### src/rtl/plru_pkg.sv
// plru_pkg: types and constants shared by the PLRU replacement controller.
// Covers the FSM state encoding, the hit-queue entry and the way width.
package plru_pkg;

    localparam int WAYS   = 4;
    localparam int WW     = $clog2(WAYS);
    localparam int SW_MAX = 16;

    typedef logic [WW-1:0] way_t;

    typedef enum logic [1:0] {
        IDLE,
        LOOKUP,
        ALLOC,
        RESP
    } repl_state_e;

    // Set field sized for the largest array; unused upper bits stay zero.
    typedef struct packed {
        logic [SW_MAX-1:0] set;
        way_t              way;
    } hit_t;

    function automatic hit_t mk_hit(
        input logic [SW_MAX-1:0] set,
        input way_t              way
    );
        hit_t h;
        h.set = set;
        h.way = way;
        return h;
    endfunction

endpackage

### src/rtl/plru_hit_fifo.sv
// plru_hit_fifo: 2-write / 1-read FIFO of pending PLRU hit updates.
// Port 0 is written ahead of port 1 when both write in one cycle.
module plru_hit_fifo
    import plru_pkg::*;
#(
    parameter  int DEPTH = 4,
    localparam int AW    = $clog2(DEPTH)
) (
    input  logic        clk,
    input  logic        rst,
    input  logic        wr0_en,
    input  hit_t        wr0_data,
    input  logic        wr1_en,
    input  hit_t        wr1_data,
    input  logic        rd_en,
    output hit_t        rd_data,
    output logic [AW:0] count
);

    logic [AW:0]   wptr;
    logic [AW:0]   rptr;
    logic [AW:0]   n_wr;
    logic [AW-1:0] widx0;
    logic [AW-1:0] widx1;
    hit_t          first;
    hit_t          mem [DEPTH];

    assign widx0   = wptr[AW-1:0];
    assign widx1   = widx0 + AW'(1);
    assign first   = wr0_en ? wr0_data : wr1_data;
    assign n_wr    = (AW+1)'(wr0_en) + (AW+1)'(wr1_en);
    assign count   = wptr - rptr;
    assign rd_data = mem[rptr[AW-1:0]];

    // Storage and pointers; the first written slot always gets the older entry.
    always_ff @(posedge clk or posedge rst) begin
        if (rst) begin
            wptr <= '0;
            rptr <= '0;
            for (int i = 0; i < DEPTH; i++) begin
                mem[i] <= '0;
            end
        end else begin
            if (wr0_en || wr1_en) begin
                mem[widx0] <= first;
            end
            if (wr0_en && wr1_en) begin
                mem[widx1] <= wr1_data;
            end
            wptr <= wptr + n_wr;
            if (rd_en) begin
                rptr <= rptr + (AW+1)'(1);
            end
        end
    end

endmodule

### src/rtl/plru_repl_ctrl.sv
// plru_repl_ctrl: merges two hit ports onto the PLRU read-update port and
// runs refill victim allocation on the write-update port without set clashes.
module plru_repl_ctrl
    import plru_pkg::*;
#(
    parameter  int SETS     = 256,
    parameter  int HQ_DEPTH = 4,
    localparam int SW       = $clog2(SETS)
) (
    input  logic          clk,
    input  logic          rst,
    input  logic          repl_en,
    input  logic          hitA_valid,
    output logic          hitA_ready,
    input  logic [SW-1:0] hitA_set,
    input  logic [WW-1:0] hitA_way,
    input  logic          hitB_valid,
    output logic          hitB_ready,
    input  logic [SW-1:0] hitB_set,
    input  logic [WW-1:0] hitB_way,
    input  logic          alloc_valid,
    output logic          alloc_ready,
    input  logic [SW-1:0] alloc_set,
    output logic          victim_valid,
    output logic [WW-1:0] victim_way,
    input  logic          victim_ready,
    output logic          plru_update_en,
    output logic [SW-1:0] plru_read_set,
    output logic [WW-1:0] plru_read_way,
    output logic          plru_read_access,
    output logic [SW-1:0] plru_write_set,
    output logic [WW-1:0] plru_write_way,
    output logic          plru_write_access,
    input  logic [WW-1:0] plru_lru_way
);

    localparam int CW = $clog2(HQ_DEPTH) + 1;

    localparam logic [CW:0] DEPTH_W = (CW+1)'(HQ_DEPTH);
    localparam logic [CW:0] ONE_W   = (CW+1)'(1);
    localparam logic [CW:0] TWO_W   = (CW+1)'(2);

    repl_state_e   state;
    logic [SW-1:0] set_r;
    way_t          vic_r;
    logic          wr_acc_r;
    logic          vic_valid_r;

    logic [CW-1:0] hq_count;
    hit_t          head;
    hit_t          hit_a;
    hit_t          hit_b;
    logic          hq_empty;
    logic          conflict;
    logic          deq;
    logic [CW:0]   free;
    logic          acc_a;
    logic          acc_b;

    assign hit_a = mk_hit(SW_MAX'(hitA_set), hitA_way);
    assign hit_b = mk_hit(SW_MAX'(hitB_set), hitB_way);

    plru_hit_fifo #(
        .DEPTH (HQ_DEPTH)
    ) u_hit_fifo (
        .clk      (clk),
        .rst      (rst),
        .wr0_en   (acc_a),
        .wr0_data (hit_a),
        .wr1_en   (acc_b),
        .wr1_data (hit_b),
        .rd_en    (deq),
        .rd_data  (head),
        .count    (hq_count)
    );

    // Only the ALLOC write can clash with a queued hit to the same set.
    assign hq_empty = (hq_count == '0);
    assign conflict = (state == ALLOC) && (head.set == SW_MAX'(set_r));
    assign deq      = !hq_empty && !conflict;

    // Free slots include the entry draining this cycle.
    assign free = DEPTH_W - {1'b0, hq_count} + (CW+1)'(deq);

    // Hit-port handshakes; port A takes priority on the last free slot.
    always_comb begin
        hitA_ready = 1'b0;
        hitB_ready = 1'b0;
        if (!rst) begin
            hitA_ready = (free >= ONE_W);
            hitB_ready = (free >= TWO_W) ||
                         ((free >= ONE_W) && !hitA_valid);
        end
    end

    assign acc_a = hitA_valid && hitA_ready;
    assign acc_b = hitB_valid && hitB_ready;

    assign plru_update_en   = repl_en;
    assign plru_read_access = deq;
    assign plru_read_set    = head.set[SW-1:0];
    assign plru_read_way    = head.way;

    assign alloc_ready       = !rst && (state == IDLE);
    assign plru_write_set    = set_r;
    assign plru_write_way    = vic_r;
    assign plru_write_access = wr_acc_r;
    assign victim_valid      = vic_valid_r;
    assign victim_way        = vic_r;

    // Allocation sequence: look up LRU, touch it on the write port, hand it out.
    always_ff @(posedge clk or posedge rst) begin
        if (rst) begin
            state       <= IDLE;
            set_r       <= '0;
            vic_r       <= '0;
            wr_acc_r    <= 1'b0;
            vic_valid_r <= 1'b0;
        end else begin
            unique case (state)
                IDLE: begin
                    if (alloc_valid) begin
                        set_r <= alloc_set;
                        state <= LOOKUP;
                    end
                end
                LOOKUP: begin
                    vic_r    <= plru_lru_way;
                    wr_acc_r <= 1'b1;
                    state    <= ALLOC;
                end
                ALLOC: begin
                    wr_acc_r    <= 1'b0;
                    vic_valid_r <= 1'b1;
                    state       <= RESP;
                end
                RESP: begin
                    if (victim_ready) begin
                        vic_valid_r <= 1'b0;
                        state       <= IDLE;
                    end
                end
                default: begin
                    state <= IDLE;
                end
            endcase
        end
    end

endmodule

### config.mk
export PLATFORM = sky130hd
export DESIGN_NAME = plru_repl_ctrl
export DESIGN_NICKNAME = d
export VERILOG_FILES = /design/src/rtl/plru_pkg.sv /design/src/rtl/plru_hit_fifo.sv /design/src/rtl/plru_repl_ctrl.sv
export SDC_FILE = /design/constraint.sdc
export NUM_CORES = 1
export LEC_CHECK = 0
export BUFFER_PORTS_ARGS = -buffer_cell sky130_fd_sc_hd__clkbuf_2
export CELL_PAD_IN_SITES_DETAIL_PLACEMENT = 0
export CELL_PAD_IN_SITES_GLOBAL_PLACEMENT = 2
export CORE_ASPECT_RATIO = 0.7
export CORE_MARGIN = 10
export CORE_UTILIZATION = 37
export DETAILED_ROUTE_END_ITERATION = 10
export PLACE_DENSITY_LB_ADDON = 0.1
export REMOVE_ABC_BUFFERS = 1
export SYNTH_ARGS = -nofsm -noshare
export SYNTH_HDL_FRONTEND = slang
export SYNTH_SLANG_ARGS = --single-unit
### constraint.sdc
create_clock -name clk -period 5.5 [get_ports clk]
set_input_delay 1.1 -clock clk [delete_from_list [all_inputs] [get_ports clk]]
set_output_delay 1.1 -clock clk [all_outputs]
set_load 0.02 [all_outputs]
==> flow_summary.ini <==
[timing]
tightestPinTransition_ns = 0.6968
fmax_mhz = 200.7
hold_viol = 0
clock_skew_ns = 0.007592
fin_crit_ns = 4.982
worst_slack_ns = 0.5178
hold_slack_ns = 0.4838
relSlewSlack_pct = 53.55
rsz0062_at_grt = no
finalSetupViolCount = 0
slew_viol_final = 0
fin_setup_tns_ns = 0
timing.final.crit_share_pct = 90.59

[grt]
grt.total_usage_pct = 14.98
antenna_found_initial = 0
grt_pass1_wl_mm = 19.48
overflow = 0
grt_max_degree = 50
grt_pass1_vias = 3240

[setup_path]
arrival_ns = 5.21
cp-start-kind = register
cpPeakStageDelay_ns = 0.52
crit_family = adder cells
crit_type = register to register
crit_chain = buf_4 -> ha_1 -> fa_1 -> xnor3_1 -> nand3_1 -> o31ai_4 -> ha_1 -> inv_1 -> ha_1 -> nand3b_1 -> mux2i_1 -> and2_1 -> a21oi_1 -> nand2_1 -> inv_1 -> ha_1 -> nand2b_1 -> a21oi_1 -> buf_4 -> nand3_2 -> a21oi_1 -> nor2_1
r2r_cells = 22
cp_slowest_cell = dfrtp_2
crit_top_cell = ha_1
path_depth = 22
end_kind = register
crit_fanout = 11
path_buf_inv = 4
worst_ep_required_time_ns = 5.73

[floorplan]
dieWidth_um = 150.6
die-area_sq_um = 16770
io_pins = 66
chipHeight_um = 111.4
fp.coreArea_sq_um = 11690
rows = 33
start_util_pct = 37.79

[final_layout]
syn_to_final_growth_pct = 17.54
design_area_sq_um = 5190
layout-drive-gt1-share_pct = 23.48
fin_nets = 524
antennaDiodeCount = 0
nFillCells = 1103

[yosys]
synthCells = 402
ys.flop_type = dfrtp_1
ys_seq_elements = 92
synth_top_cell_area_share_pct = 52.14
syn_area_per_cell_sq_um = 10.98
syn_area_sq_um = 4415
synth-async-reset-ratio_pct = 100.0
synth-edff-count = 0
yosysWarnings = 0
synth_cell_type_count = 46
yosys.area.top_type = dfrtp_1
ys_seq_area_share_pct = 52.14
synth.top_cells.by_area = dfrtp_1 52%, o22ai_1 6.0%, a21oi_1 4.1%

[route]
remaining_drc_errors = 0
vias = 3336
dr.pass1.iters = 5
viasPerCell = 5.262
drt-initial-drc-count = 274
wl_mm = 12.45
drtAntennaViolNets = 0
wl_per_cell_um = 19.63

[pwr]
max-vdd-ir-drop_mv = 0.2561
power_density_nw_per_um2 = 673.3
total_leakage_power_uw = 0.002522
p_total_uw = 3495

[place]
postPlaceCellArea_sq_um = 4907
dp_hpwl_mm = 8.725
port_buffers = 63
pre_cts_ws_ns = 0.2948
gp_congestion = 0.8216

[cts]
cts_tree = yes
insertion_delay_ns = 0.34
numCtsBuffers = 9
cts_hold_buf = 0
root_buffer = clkbuf_16
clkSinkCount = 92
htree_levels = 3
cts_max_path_buffers = 2
clk_pin_slew_worst_paths_ns = 0.06

[status]
outcome = finished, final reports clean

[job]
drv_cap = 0

[hold_path]
worstHoldPathCells = 1
hp-class = register to register
-- where the power goes --
part | switching [uW] | internal, uW | leakage [uW]
clock | 248 | 329 | 0.000129
combinational | 1060 | 739 | 0.00128
sequential | 209 | 908 | 0.00112
-- what timing repair did --
item / CTS / global route
buffers inserted: 0 / 0
endpoints found under the setup margin: 0 / 10
gates resized for setup: 0 / 4
-- cells by family (layout without fill, tap and decap cells) --
group	count (synthesis)	after routing	synth area share [%]
and+or+nand+nor	107	107	12.16
AOI/OAI and AO/OA	92	92	13.20
DFF	92	92	52.14
buffers and inverters	52	127	5.582
muxes	32	32	9.719
adders and majority gates	14	14	4.307
xor gates and xnor gates	13	13	2.890
-- registers in the layout (all words and copies together) (netlist names) --
name               flops
victim_valid           1
plru_write_set         8
u_hit_fifo.mem        72
plru_write_way         2
state                  2
plru_write_access      1
u_hit_fifo.wptr        3
u_hit_fifo.rptr        3
-- layer usage --
layer	global-route usage, %	wire length (um)	share of wire [%]	up-vias
met2	19.26	4987	40	128
met3	4.854	1018	8.2	6
met1	23.32	6369	51	1634
met5	0	0	0	-
met4	3.327	70	0.56	0
li1	-	-	-	1568
-- per-stage QoR --
stage | cells | utilization (%)
2_1_floorplan | 388 | -
3_3_place_gp | 619 | 42.00
3_5_place_dp | 619 | 42.00
4_1_cts | 634 | 44.32
5_1_grt | 634 | 44.42
6_report | 634 | 44.42
-- worst reg2reg max path, cell delays in order, from the launching register on --
cell and delay [ns]:
dfrtp_2 0.52, buf_4 0.21, ha_1 0.21, fa_1 0.38, xnor3_1 0.42, nand3_1 0.16, o31ai_4 0.13, ha_1 0.22
inv_1 0.05, ha_1 0.18, nand3b_1 0.08, mux2i_1 0.10, and2_1 0.22, a21oi_1 0.27, nand2_1 0.14, inv_1 0.07
ha_1 0.25, nand2b_1 0.14, a21oi_1 0.29, buf_4 0.26, nand3_2 0.26, a21oi_1 0.23, nor2_1 0.06
-- worst paths after layout --
kind,slack (ns),startpoint,endpoint
min in group asynchronous,0.95,rst,plru_write_access$_DFFE_PP0P_
hold / removal,0.48,u_hit_fifo.mem[64]$_DFF_PP0_,u_hit_fifo.mem[64]$_DFF_PP0_
setup / recovery,0.52,u_hit_fifo.rptr[0]$_DFFE_PP0P_,u_hit_fifo.mem[45]$_DFF_PP0_
max in group asynchronous,3.50,rst,u_hit_fifo.mem[60]$_DFF_PP0_
hold reg to reg,0.48,u_hit_fifo.mem[64]$_DFF_PP0_,u_hit_fifo.mem[64]$_DFF_PP0_
setup reg to reg,0.52,u_hit_fifo.rptr[0]$_DFFE_PP0P_,u_hit_fifo.mem[45]$_DFF_PP0_
-- cells in the final DEF (no fill, tap or decap), types with 3 or more instances in the layout --
master | synthesis | layout
dfrtp_1 | 92 | 90
clkbuf_2 | 0 | 63
o22ai_1 | 42 | 42
inv_1 | 38 | 37
nor2_1 | 36 | 36
a21oi_1 | 36 | 35
and2_1 | 17 | 17
mux2i_1 | 13 | 13
nand3_1 | 13 | 12
ha_1 | 12 | 12
mux2_2 | 11 | 11
buf_4 | 3 | 11
nand2_1 | 10 | 10
clkbuf_16 | 0 | 9
nor4_1 | 8 | 8
xnor2_1 | 8 | 8
nor2b_1 | 8 | 8
and3_1 | 8 | 8
xor2_1 | 4 | 4
mux4_2 | 3 | 3
mux4_1 | 3 | 3
clkbuf_1 | 6 | 3
-- area by class of cell --
cell class / count / area (sq um) / area share [%]
Clock buffer: 14 / 264.0 / 5.087
Clock inverter: 1 / 7.507 / 0.1446
Timing Repair Buffer: 74 / 397.9 / 7.666
Multi-Input combinational cell: 258 / 1876 / 36.14
Sequential cell: 92 / 2305 / 44.41
Tap cell: 157 / 196.4 / 3.785
Inverter: 38 / 143.9 / 2.772
-- Yosys cell counts, drive strengths merged (2+ instances only) --
library cell,count
nor2b,8
and3,8
xor2,4
o31ai,2
mux2i,14
inv,38
nand2,10
ha,12
a21oi,36
buf,8
dfrtp,92
mux2,12
nand3,13
nor3,2
clkbuf,6
a31oi,2
nor2,36
xnor2,8
o22ai,42
nor4,8
and2,17
o21ai,2
fa,2
o211ai,2
nand2b,2
mux4,6
No activity file was read; power rests on OpenSTA's default activity.
